--- src/rtl/bus_master_q_pkg.sv ---
// Shared types and constants for the queued bus master bridge.
package bus_master_pkg;

   typedef enum logic [1:0] {
      IDLE = 2'd0,
      REQ  = 2'd1,
      XFER = 2'd2
   } state_t;

   localparam logic MODE_READ  = 1'b0;
   localparam logic MODE_WRITE = 1'b1;

   // Counter width able to hold values 0..v-1, never narrower than one bit.
   function automatic int unsigned clog2_min1(input int unsigned v);
      return (v <= 2) ? 1 : $clog2(v);
   endfunction

endpackage

--- src/rtl/bus_master_q_fifo.sv ---
// Synchronous request FIFO with registered occupancy count; show-ahead read port.
module bus_req_fifo #(
   parameter int unsigned DEPTH = 4,
   parameter int unsigned WIDTH = 8,
   localparam int unsigned AW   = $clog2(DEPTH),
   localparam int unsigned CW   = AW + 1
) (
   input  logic             clk,
   input  logic             rst_n,
   input  logic             i_push,
   input  logic             i_pop,
   input  logic [WIDTH-1:0] i_wdata,
   output logic [WIDTH-1:0] o_rdata,
   output logic             o_full,
   output logic             o_empty,
   output logic [CW-1:0]    o_count
);

   logic [WIDTH-1:0] r_mem [DEPTH];
   logic [AW-1:0]    r_wr_ptr;
   logic [AW-1:0]    r_rd_ptr;
   logic [CW-1:0]    r_count;
   logic             w_push;
   logic             w_pop;

   // A push is refused whenever the FIFO is full, even if a pop frees a slot this cycle.
   assign w_push  = i_push && !o_full;
   assign w_pop   = i_pop && !o_empty;
   assign o_full  = (r_count == CW'(DEPTH));
   assign o_empty = (r_count == '0);
   assign o_count = r_count;
   assign o_rdata = r_mem[r_rd_ptr];

   always_ff @(posedge clk) begin
      if (!rst_n) begin
         r_wr_ptr <= '0;
         r_rd_ptr <= '0;
         r_count  <= '0;
      end else begin
         if (w_push) r_wr_ptr <= r_wr_ptr + AW'(1);
         if (w_pop)  r_rd_ptr <= r_rd_ptr + AW'(1);
         case ({w_push, w_pop})
            2'b10:   r_count <= r_count + CW'(1);
            2'b01:   r_count <= r_count - CW'(1);
            default: r_count <= r_count;
         endcase
      end
   end

   always_ff @(posedge clk) begin
      if (w_push) r_mem[r_wr_ptr] <= i_wdata;
   end

endmodule

--- src/rtl/bus_master_q.sv ---
// Queued bus master: buffers upstream requests, arbitrates via breq/bgrant and
// issues one transaction at a time, returning data/completion with a timeout error.
module bus_master_q
   import bus_master_pkg::*;
#(
   parameter int unsigned IN_AW     = 6,
   parameter int unsigned SEL_W     = 2,
   parameter int unsigned SEL_LSB   = 12,
   parameter int unsigned BUS_AW    = 16,
   parameter int unsigned DW        = 8,
   parameter int unsigned DEPTH     = 4,
   parameter int unsigned TIMEOUT   = 16,
   parameter int unsigned MAX_HOLD  = 2,
   parameter int unsigned WDATA_INC = 1
) (
   input  logic              clk,
   input  logic              rst_n,
   input  logic              in_valid,
   output logic              in_ready,
   input  logic [IN_AW-1:0]  in_addr,
   input  logic [DW-1:0]     in_wdata,
   input  logic              in_mode,
   output logic              breq,
   input  logic              bgrant,
   output logic [BUS_AW-1:0] sl_address,
   output logic [DW-1:0]     sl_wdata,
   output logic              sl_mode,
   output logic              m_valid,
   input  logic              ready,
   input  logic [DW-1:0]     rdata,
   output logic              out_valid,
   output logic [DW-1:0]     out_data,
   output logic              out_write,
   output logic              out_err
);

   localparam int unsigned OFF_W  = IN_AW - SEL_W;
   localparam int unsigned TO_W   = clog2_min1(TIMEOUT);
   localparam int unsigned HOLD_W = clog2_min1(MAX_HOLD + 1);
   localparam int unsigned CNT_W  = $clog2(DEPTH) + 1;

   typedef struct packed {
      logic             mode;
      logic [IN_AW-1:0] addr;
      logic [DW-1:0]    wdata;
   } req_t;

   state_t              r_state;
   state_t              w_next;
   req_t                w_in_req;
   req_t                w_head;
   logic                w_full;
   logic                w_empty;
   logic [CNT_W-1:0]    w_count;
   logic                w_pop;
   logic                w_done;
   logic                w_hit;
   logic                w_timeout;
   logic [BUS_AW-1:0]   w_map_addr;
   logic [DW-1:0]       w_inc_wdata;

   logic [BUS_AW-1:0]   r_sl_addr;
   logic [DW-1:0]       r_sl_wdata;
   logic                r_sl_mode;
   logic [TO_W-1:0]     r_to_cnt;
   logic [HOLD_W-1:0]   r_hold;
   logic                r_out_valid;
   logic [DW-1:0]       r_out_data;
   logic                r_out_write;
   logic                r_out_err;

   assign w_in_req.mode  = in_mode;
   assign w_in_req.addr  = in_addr;
   assign w_in_req.wdata = in_wdata;

   bus_req_fifo #(
      .DEPTH (DEPTH),
      .WIDTH ($bits(req_t))
   ) u_fifo (
      .clk     (clk),
      .rst_n   (rst_n),
      .i_push  (in_valid),
      .i_pop   (w_pop),
      .i_wdata (w_in_req),
      .o_rdata (w_head),
      .o_full  (w_full),
      .o_empty (w_empty),
      .o_count (w_count)
   );

   assign w_map_addr  = (BUS_AW'(w_head.addr[IN_AW-1:OFF_W]) << SEL_LSB)
                      | BUS_AW'(w_head.addr[OFF_W-1:0]);
   assign w_inc_wdata = w_head.wdata + DW'(WDATA_INC);
   assign w_hit       = ready && bgrant;

   always_comb begin
      w_next    = r_state;
      w_pop     = 1'b0;
      w_done    = 1'b0;
      w_timeout = 1'b0;
      case (r_state)
         IDLE: begin
            if (w_count != '0) w_next = REQ;
         end
         REQ: begin
            if (bgrant && !w_empty) begin
               w_pop  = 1'b1;
               w_next = XFER;
            end
         end
         XFER: begin
            // A slave answer in the final counted cycle beats the timeout.
            if ((TIMEOUT != 0) && (r_to_cnt == TO_W'(TIMEOUT - 1)) && !w_hit)
               w_timeout = 1'b1;
            if (w_hit || w_timeout) begin
               w_done = 1'b1;
               if (!w_empty && (r_hold < HOLD_W'(MAX_HOLD)))
                  w_next = REQ;
               else
                  w_next = IDLE;
            end
         end
         default: w_next = IDLE;
      endcase
   end

   always_ff @(posedge clk) begin
      if (!rst_n) r_state <= IDLE;
      else        r_state <= w_next;
   end

   always_ff @(posedge clk) begin
      if (!rst_n) begin
         r_sl_addr   <= '0;
         r_sl_wdata  <= '0;
         r_sl_mode   <= MODE_READ;
         r_to_cnt    <= '0;
         r_hold      <= '0;
         r_out_valid <= 1'b0;
         r_out_data  <= '0;
         r_out_write <= 1'b0;
         r_out_err   <= 1'b0;
      end else begin
         r_out_valid <= w_done;
         r_out_write <= w_done && (r_sl_mode == MODE_WRITE);
         r_out_err   <= w_timeout;
         r_out_data  <= (w_done && w_hit && (r_sl_mode == MODE_READ)) ? rdata : '0;

         if (w_pop) begin
            r_sl_addr  <= w_map_addr;
            r_sl_wdata <= w_inc_wdata;
            r_sl_mode  <= w_head.mode;
            r_to_cnt   <= '0;
         end else if ((r_state == XFER) && (TIMEOUT != 0)) begin
            r_to_cnt   <= r_to_cnt + TO_W'(1);
         end

         // Tenure ends when we fall back to IDLE; the count restarts at the next grant.
         if (w_pop)
            r_hold <= r_hold + HOLD_W'(1);
         else if (w_done && (w_next == IDLE))
            r_hold <= '0;
      end
   end

   assign in_ready   = !w_full;
   assign breq       = (r_state == REQ);
   assign m_valid    = (r_state == XFER);
   assign sl_address = r_sl_addr;
   assign sl_wdata   = r_sl_wdata;
   assign sl_mode    = r_sl_mode;
   assign out_valid  = r_out_valid;
   assign out_data   = r_out_data;
   assign out_write  = r_out_write;
   assign out_err    = r_out_err;

endmodule

--- config.mk ---
export PLATFORM = sky130hd
export DESIGN_NAME = bus_master_q
export DESIGN_NICKNAME = d
export VERILOG_FILES = /design/src/rtl/bus_master_q_pkg.sv /design/src/rtl/bus_master_q_fifo.sv /design/src/rtl/bus_master_q.sv
export SDC_FILE = /design/constraint.sdc
export NUM_CORES = 1
export LEC_CHECK = 0
export BUFFER_PORTS_ARGS = -buffer_cell sky130_fd_sc_hd__buf_2
export CAP_MARGIN = 10
export CORE_MARGIN = 3
export CORE_UTILIZATION = 55
export DETAILED_ROUTE_END_ITERATION = 6
export PLACE_DENSITY = 0.81
export REMOVE_ABC_BUFFERS = 1
export SKIP_CTS_REPAIR_TIMING = 1
export SLEW_MARGIN = 20
export SYNTH_ARGS = -nofsm -noshare
export SYNTH_HDL_FRONTEND = slang
export SYNTH_SLANG_ARGS = --single-unit
--- constraint.sdc ---
create_clock -name clk -period 3.5 [get_ports clk]
set_clock_uncertainty 0.1 [all_clocks]
set_input_delay 1.05 -clock clk [delete_from_list [all_inputs] [get_ports clk]]
set_output_delay 1.05 -clock clk [all_outputs]
set_load 0.05 [all_outputs]
Yosys cells after proc, flatten, opt, wreduce, memory -nomap -nowiden --
Memories as Yosys holds them, arrays and structs flattened. A register that Yosys moved wholly into a read port is not among the register bits. Index checks and enable logic that the tools add are counted.
Storage, ports and cells: input port bits 28, bits in registers 51, memories 1, bits in writable memories 60, output and inout bits 39
Operators by class: add/subtract/negate cells 7, equality and inequality tests 6, bitwise gates (word level) 3, mux-type cells 18, order comparisons 1, reductions and logical operators 23
Memory list:
- u_fifo.r_mem | depth 4, width 15, read ports 1, clocked after Yosys merged registers in 1, write ports 1, RTL line bus_master_q_fifo.sv:19 | logic [WIDTH-1:0] r_mem [DEPTH];
Operators by type and width (count):
- $mux 2 | 7
- $or 14x4->14 | 1
- $logic_and 1x1->1 | 10
- $mux 1 | 9
- $add 8x1->8 const B | 1
- $add 2x1->2 const B | 3
- $pmux 2 s3 | 1
- $pmux 3 s2 | 1
- $add 4x1->4 const B | 1
- $eq 2x1->1 const B | 2
- $eq 2x2->1 const B | 2
- $eq 4x4->1 const B | 1
- $logic_not 2->1 | 2
- $reduce_and 2->1 | 2
- $reduce_bool 2->1 | 2
- $add 3x1->3 const B | 1
- $eq 3x3->1 const B | 1
- $logic_not 1->1 | 3
- $logic_not 3->1 | 1
- $reduce_bool 3->1 | 1
- $sub 3x1->3 const B | 1
- $lt 2x2->1 const B | 1
- $not 1->1 | 2
- $reduce_or 2->1 | 1
- $logic_or 1x1->1 | 1

Logic depth before layout (Yosys ltp) --
Gate-level depths: netlist of the first run.
depth in word-level cells 12, mapped depth 10, mapped depth without buffers 9

Cells and area by module --
A second synthesis of the first run with hierarchy kept.
Unflattened totals: cell total of the unflattened synthesis 286, area, all modules 4131.5 um^2
Modules (own cells, without submodules):
- bus_req_fifo | cells each 132, seq. area each 1981.9 um^2, times used 1, area an instance 2670.1 um^2
- bus_master_q | cells each 154, seq. area each 680.7 um^2, times used 1, area an instance 1461.4 um^2

Least setup slack after synthesis of the first run --
No wires, ideal clock.
path type register -> register, from reg r_state[0], to reg u_fifo.r_count[2] (netlist: u_fifo.o_count[2]), arrival time 3.085 ns, cell stages (with the launch flop) 11, path slack 0.245 ns, buffers on the path 1, data required time 3.329 ns, cells stage by stage dfxtp_1 > nor2b_1 > nand2_1 > clkinv_1 > clkbuf_1 > ha_1 > inv_1 > fa_1 > xor2_1 > or3_1 > a21oi_1
Between the ends: cells in the longest elaborated chain, start to end 5
Ends and longest elaborated chain:
- start: declaration | RTL line bus_master_q.sv:48 | state_t r_state;
- start signal: assignment | RTL line bus_master_q.sv:129 | else r_state <= w_next;
- $eq 2x1->1 *
- net breq | RTL line bus_master_q.sv:23 | output logic breq,
- $mux 1 * | RTL line bus_master_q.sv:101 | case (r_state)
- $logic_and 1x1->1 * | RTL line bus_master_q_fifo.sv:28 | assign w_pop = i_pop && !o_empty;
- net u_fifo.w_pop | RTL line bus_master_q_fifo.sv:24 | logic w_pop;
- $eq 2x1->1 / $eq 2x2->1 (equally long branches) | RTL line bus_master_q_fifo.sv:42 | case ({w_push, w_pop})
- $pmux 3 s2 / $reduce_bool 2->1 (equally long branches)
- end signal: assignment | RTL line bus_master_q_fifo.sv:43 | 2'b10: r_count <= r_count + CW'(1);
- end signal: assignment | RTL line bus_master_q_fifo.sv:44 | 2'b01: r_count <= r_count - CW'(1);
- end signal: assignment | RTL line bus_master_q_fifo.sv:45 | default: r_count <= r_count;
- end: declaration | RTL line bus_master_q_fifo.sv:22 | logic [CW-1:0] r_count;
Mark *: on every way through the listed nets, which the timed path passes. The rest lies on a longest branch. A chain may end at the register's enable or synchronous reset.

Worst setup path after layout of the first run --
from reg u_fifo.r_count[2] (netlist: u_fifo.o_count[2]), to out in_ready
Between the ends: cells in the longest elaborated chain, start to end 2
Ends and longest elaborated chain:
- $eq 3x3->1 | RTL line bus_master_q_fifo.sv:29 | assign o_full = (r_count == CW'(DEPTH));
- $logic_not 1->1 | RTL line bus_master_q.sv:166 | assign in_ready = !w_full;
- end: declaration | RTL line bus_master_q.sv:19 | output logic in_ready,
Every way passes these cells.

==> metrics, run 1 <==
leading area contributor after synthesis=edfxtp_1; Worst-Margin Slew=0.852 ns; most frequent cells in the layout=60 x edfxtp_1, 56 x buf_2, 43 x dfxtp_1; die area=0.00846 mm^2; clock-pin slew on the worst setup and hold paths=0.09 ns; DRT Wirelength=6870 um; antenna violations before repair=0; Slew HR=0.432; routed wl met2=3520 um; RSZ-0062 raised after global routing=false; final setup vio count=0; via count=2345; CP Launch Type=register; Skew-Pair Late Insertion Delay=0.36 ns; Setup crit start=u_fifo.o_count[2]$_SDFFE_PN0P_; register bit count reported by yosys=103; Row Count=30; Yosys warning total=0; Synth async-reset ratio=0; Avg Inst Size Synth=14.5 um^2; DRC viols=0; WS Path Type=register to output pin; Leak Pwr=1.76 nW; final net count=around 380; clock tree sinks=103; TritonCTS clock tree=yes; Reg-to-Reg Start=u_fifo.o_count[2]$_SDFFE_PN0P_; Pwr Density=537 mW/mm^2; Max VDD drop=0.325 mV; Setup TNS Final=0 ns; critical path peak fanout=6; Hold Crit Start=sl_address[0]$_SDFFE_PN0N_; IO Port Bufs=56; Max-Cap Viols=0; die width=92.0 um; total congestion overflow=0; first-pass GRT wire length=11000 um; fill count=519; DR vias/cell=approximately 5.3; commonest non-fill, non-tap cell in the layout=edfxtp_1; htree depth=3; CTS Root Buffer Type=clkbuf_8; Synth cell types=45; Synth top area share=0.443; Fmax achieved=388 MHz; DRT Pass-1 Iters=4; met3 wire length=478 um; worst-case clock buffer depth=2; Core ar.=0.00698 mm^2; Cell Area, Synth=0.00407 mm^2; dpl ws=0.551 ns; Die H=92.0 um; Worst EP arrival=1.43 ns; final worst-path setup slack=slightly above 0.9 ns; Final min period=about 2.6 ns; pin count of the biggest net entering global routing=25; vias in the first global route=2287; # IOs=67; RD Place Congestion=0.740; Overall Global Routing Usage=0.171; DP Wirelength=around 4700 um; post-route antenna net violation count=0; Post-synth EDFFs=60; Worst EP required=2.35 ns; status=completed; starting density of the core=0.582; metal1 wirelength=~2800 um; Hold WC Path Type=register to register; ant diodes=0; dominant synthesized flop cell=edfxtp_1; synth top area cells=edfxtp_1 44%, dfxtp_1 21%, mux4_1 8.4%, nand2_1 2.3%, ha_1 2.2%; sequential-to-total area share from yosys stat=0.655; P&R area growth vs syn=12.6%; max-slew violations=0; layout cells sized above 1=0.234; Post-Synthesis Cells=281; CP Capture Type=output pin; total CTS buffers=9; Final Hold Fails=0; Final period util=0.737; max layer used=met4; mean routed wirelength per cell=about 16 um; DRT iter0 DRCs=~130
-- flip-flops by register name, indices dropped and copies added, names as in the netlist, named ones only --
name and flops:
r_state 2, out_data 8, u_fifo.r_wr_ptr 2, r_to_cnt 4
u_fifo.o_count 3, out_valid 1, u_fifo.r_mem 60, u_fifo.r_rd_ptr 2
out_write 1, sl_mode 1, sl_wdata 8, out_err 1
sl_address 6, r_hold 2
-- worst paths after layout --
kind,slack (ns),cells after the start,endpoint
worst max-delay path,0.92,2,in_ready
worst min-delay path,0.36,2,sl_address[0]$_SDFFE_PN0N_
worst max register to register,0.99,9,u_fifo.o_count[2]$_SDFFE_PN0P_
worst min register to register,0.36,2,sl_address[0]$_SDFFE_PN0N_
-- cell usage after synthesis, drive strengths merged, types with 2 or more instances --
cell type	number
mux4	15
nand2	25
nand3b	3
nor2	20
a21oi	15
ha	7
xor2	7
a211oi	3
o21ai	6
xnor2	4
and2	11
clkbuf	4
nor3	2
a31oi	2
buf	15
a21bo	2
nand4	3
nand3	3
inv	8
dfxtp	43
and3	6
edfxtp	60
-- stage by stage --
stage / std cells / hold slack (ns) / cell area [um^2] / power [mW] / utilization
after floorplan: 271 / 0.350 / 3950 / 1.65 / -
after global placement: 426 / 0.338 / 4370 / 1.73 / 0.627
after detailed placement: 426 / 0.350 / 4370 / 1.74 / 0.627
after CTS: 442 / 0.361 / 4580 / 2.48 / 0.656
after global routing: 442 / 0.383 / 4580 / 2.56 / 0.656
final: 442 / 0.359 / 4580 / 2.46 / 0.656
-- power by group --
part	switching, mW	internal, mW
combinational	0.219	0.112
clock	0.402	0.340
sequential	0.0331	1.35
total	0.654	1.80
-- layer usage --
layer / vias to the layer above / track usage
li1: 1134 / -
met1: 1115 / 0.202
met2: 86 / 0.299
met3: 10 / 0.0525
met4: 0 / 0.0520
met5: - / 0
-- critical path, stage by stage, from the launching register on --
cell	delay, ns
dfxtp_1	0.39
or3b_1	0.44
buf_2	0.25
-- logic make-up (layout without fill, tap and decap cells) --
logic type               Yosys count  in the layout  synth area share
AND/OR/NAND/NOR                   79             79            0.0966
XOR/XNOR                          11             11            0.0237
buffers and inverters             28             84            0.0449
flip-flops                       103            103             0.655
other                              1             10          0.000922
adder cells (fa/ha/maj)            8              8            0.0265
AO/OA/AOI/OAI                     35             35            0.0551
multiplexers                      16             16            0.0975
-- cell type report --
class | count | area, um^2 | area share
clock buffers | 9 | 124 | 0.0271
clock inverters | 7 | 80.1 | 0.0175
inverters | 9 | 33.8 | 0.00738
multi-input cells | 159 | 1250 | 0.274
flip-flops and latches | 103 | 2660 | 0.582
well taps | 96 | 120 | 0.0262
repair buffers | 59 | 303 | 0.0661
Power figures use the tool's default switching activity.
==> run 2: changes to the inputs <==
--- a/config.mk
+++ b/config.mk
@@ -5,12 +5,13 @@
 export SDC_FILE = /design/constraint.sdc
 export NUM_CORES = 1
 export LEC_CHECK = 0
+export ABC_AREA = 1
 export BUFFER_PORTS_ARGS = -buffer_cell sky130_fd_sc_hd__buf_2
 export CAP_MARGIN = 10
 export CORE_MARGIN = 3
-export CORE_UTILIZATION = 55
+export CORE_UTILIZATION = 50
 export DETAILED_ROUTE_END_ITERATION = 6
-export PLACE_DENSITY = 0.81
+export PLACE_DENSITY = 0.78
 export REMOVE_ABC_BUFFERS = 1
 export SKIP_CTS_REPAIR_TIMING = 1
 export SLEW_MARGIN = 20
==> constraint.sdc (replaced) <==
create_clock -name clk -period 2.12 [get_ports clk]
set_clock_uncertainty 0.1 [all_clocks]
set_input_delay 0.636 -clock clk [delete_from_list [all_inputs] [get_ports clk]]
set_output_delay 0.636 -clock clk [all_outputs]
set_load 0.05 [all_outputs]
==> run 2 against run 1 <==
- global-route usage up 0.68 points
- total power up 70%
- wire length up 21%
- worst hold slack worse by 0.0076 ns
- non-clock buffer count up 13
- count of clock-buffer cells in the layout up 1
- largest power group unchanged
==> metrics, run 2 <==
placed cell count=574; fin cells=590; RSZ-0062 raised after global routing=false; register bit count reported by yosys=103; DRT Pass-1 Iters=4; reg2reg setup slack=roughly 0.14 ns; total CTS buffers=9; Leak Pwr=about 2.1 nW; Die H=97.9 um; dominant synthesized flop cell=edfxtp_1; Max-Cap Viols=0; CP dominant cell by count=inv_1; design area=0.00487 mm^2; TritonCTS clock tree=yes; Reg-to-Reg Start=u_fifo.o_count[1]$_SDFFE_PN0P_; CTS Root Buffer Type=clkbuf_8; Final period util=0.951; DRC viols=0; sequential-to-total area share from yosys stat=0.630; Fmax achieved=slightly below 500 MHz; hold slack=between 0.3 and 0.4 ns; critical path peak fanout=5; routed wl met2=4390 um; CP Cell Sequence=inv_1 -> nand2_1 -> inv_1 -> clkbuf_4; metal1 wirelength=about 3300 um; Skew-Pair Late Insertion Delay=0.35 ns; Final min period=2.02 ns; DRT iter0 DRCs=226; worst r2r path cells=11; WHS Endpoint=sl_wdata[5]$_SDFFE_PN0N_; final net count=519; WS Path Type=register to output pin; Avg Inst Size Synth=10.3 um^2; die width=just under 100 um; clock tree sinks=103; met3 wire length=538 um; mean routed wirelength per cell=around 14 um; vias in the first global route=2872; Commonest cells post-synth=83 x nand2_1, 60 x edfxtp_1, 51 x inv_1; Core ar.=between 0.007 and 0.008 mm^2; # IOs=67; Post-synth EDFFs=60; count leader, synth=nand2_1; antenna violations before repair=0; Max VDD drop=approximately 0.47 mV; Reg-to-Reg End=u_fifo.o_count[2]$_SDFFE_PN0P_; most frequent cells in the layout=83 x nand2_1, 60 x edfxtp_1, 55 x buf_2; Slowest-stage cell, CP=dfxtp_1; Final Total Pwr=4.17 mW; P&R area growth vs syn=15.2%; Pwr Density=~860 mW/mm^2; Setup TNS Final=0 ns; DR vias/cell=5.02; post-route antenna net violation count=0; area post-placement=between 0.004 and 0.005 mm^2; status=completed; Post-Synthesis Cells=412; clock-pin slew on the worst setup and hold paths=~0.090 ns; max-slew violations=0; Yosys warning total=0; DP Wirelength=between 5000 and 6000 um; slowest stage delay, CP=~0.31 ns; Synth cell types=29; DRT Wirelength=8310 um; Synth top area share=0.426; Hold Crit Start=sl_wdata[5]$_SDFFE_PN0N_; Cell Area, Synth=0.00423 mm^2; starting density of the core=0.530; synth top area cells=edfxtp_1 43%, dfxtp_1 20%, nand2_1 7.4%, inv_1 4.5%, nor2_1 3.3%; IO Port Bufs=56; Final Hold Fails=0; pin count of the biggest net entering global routing=22; worst hold stages=2; ant diodes=0; CP Capture Type=output pin; Worst EP arrival=around 1.3 ns; commonest non-fill, non-tap cell in the layout=nand2_1; layout cells sized above 1=0.225; Bufs and invs on worst path=3; Row Count=32; die area=0.00959 mm^2; RD Place Congestion=between 0.7 and 0.8; Synth async-reset ratio=0; total congestion overflow=0; final setup vio count=0; Hold WC Path Type=register to register; Overall Global Routing Usage=0.177; fill count=634; leading area contributor after synthesis=edfxtp_1; first-pass GRT wire length=13500 um; max reg flops=60; via count=roughly 3000; Worst EP required=roughly 1.4 ns; worst-case clock buffer depth=2; max layer used=met4; CP Launch Type=register; htree depth=3; family with the most delay on the worst path=buffers and inverters; register bank with the most flops=u_fifo.r_mem
## run 2: changes by cell type after synthesis, sizes merged, moves of 11 or more
cell,change
inv,+47
nor2,+21
nand3,+19
nand2,+68
and2,-11
mux4,-15
o21ai,+24
## run 2: area by class of cell
cell class / count / area (um^2) / share of cell area
tap: 102 / 128 / 0.0262
timing repair buffer: 72 / 403 / 0.0828
clock buffer: 10 / 128 / 0.0262
clock inverter: 6 / 108 / 0.0221
sequential: 103 / 2660 / 0.547
inverter: 55 / 211 / 0.0434
multi-input combinational: 242 / 1230 / 0.252
## run 2: logic make-up (layout without fill, tap and decap cells)
group | after synthesis | count (layout) | share of synthesized area
and+or+nand+nor | 160 | 160 | 0.167
DFF | 103 | 103 | 0.630
buffers and inverters | 76 | 143 | 0.0876
AOI/OAI and AO/OA | 61 | 61 | 0.0829
adders and majority gates | 8 | 8 | 0.0255
xor gates and xnor gates | 3 | 3 | 0.00622
other | 1 | 10 | 0.000887
## run 2: per-stage QoR
step,util,setup slack (ns)
floorplan,-,-0.335
global placement,0.581,-0.00767
detailed placement,0.581,-0.0532
CTS,0.611,0.0634
global route,0.611,0.00479
finish,0.611,0.104
## run 2: worst max path at each step
stage,start,end,depth (start not counted)
detailed placement,bgrant,u_fifo.o_count[2]$_SDFFE_PN0P_,10
CTS,r_state[1]$_SDFF_PN0_,m_valid,3
floorplan,u_fifo.o_count[0]$_SDFFE_PN0P_,u_fifo.o_count[2]$_SDFFE_PN0P_,10
finish,r_state[0]$_SDFF_PN0_,m_valid,4
global route,r_state[0]$_SDFF_PN0_,m_valid,4
global placement,bgrant,u_fifo.o_count[2]$_SDFFE_PN0P_,10
## run 2: worst min-delay path, cell delays in order, from the launching register on
cell and delay [ns]:
dfxtp_1 0.32, nand2_1 0.06, nand2_1 0.04
## run 2: per-layer routing
metal / vias up / track usage
met2: 87 / 0.319
met3: 9 / 0.0371
li1: 1472 / -
met1: 1394 / 0.211
met4: 0 / 0.0586
met5: - / 0
## run 2: power breakdown
part	internal, mW	total, mW	leakage, nW	switching (mW)
clock network	0.783	1.42	0.118	0.637
logic	0.142	0.508	1.13	0.366
registers	2.21	2.24	0.899	0.0349
total	3.13	4.17	2.15	1.04
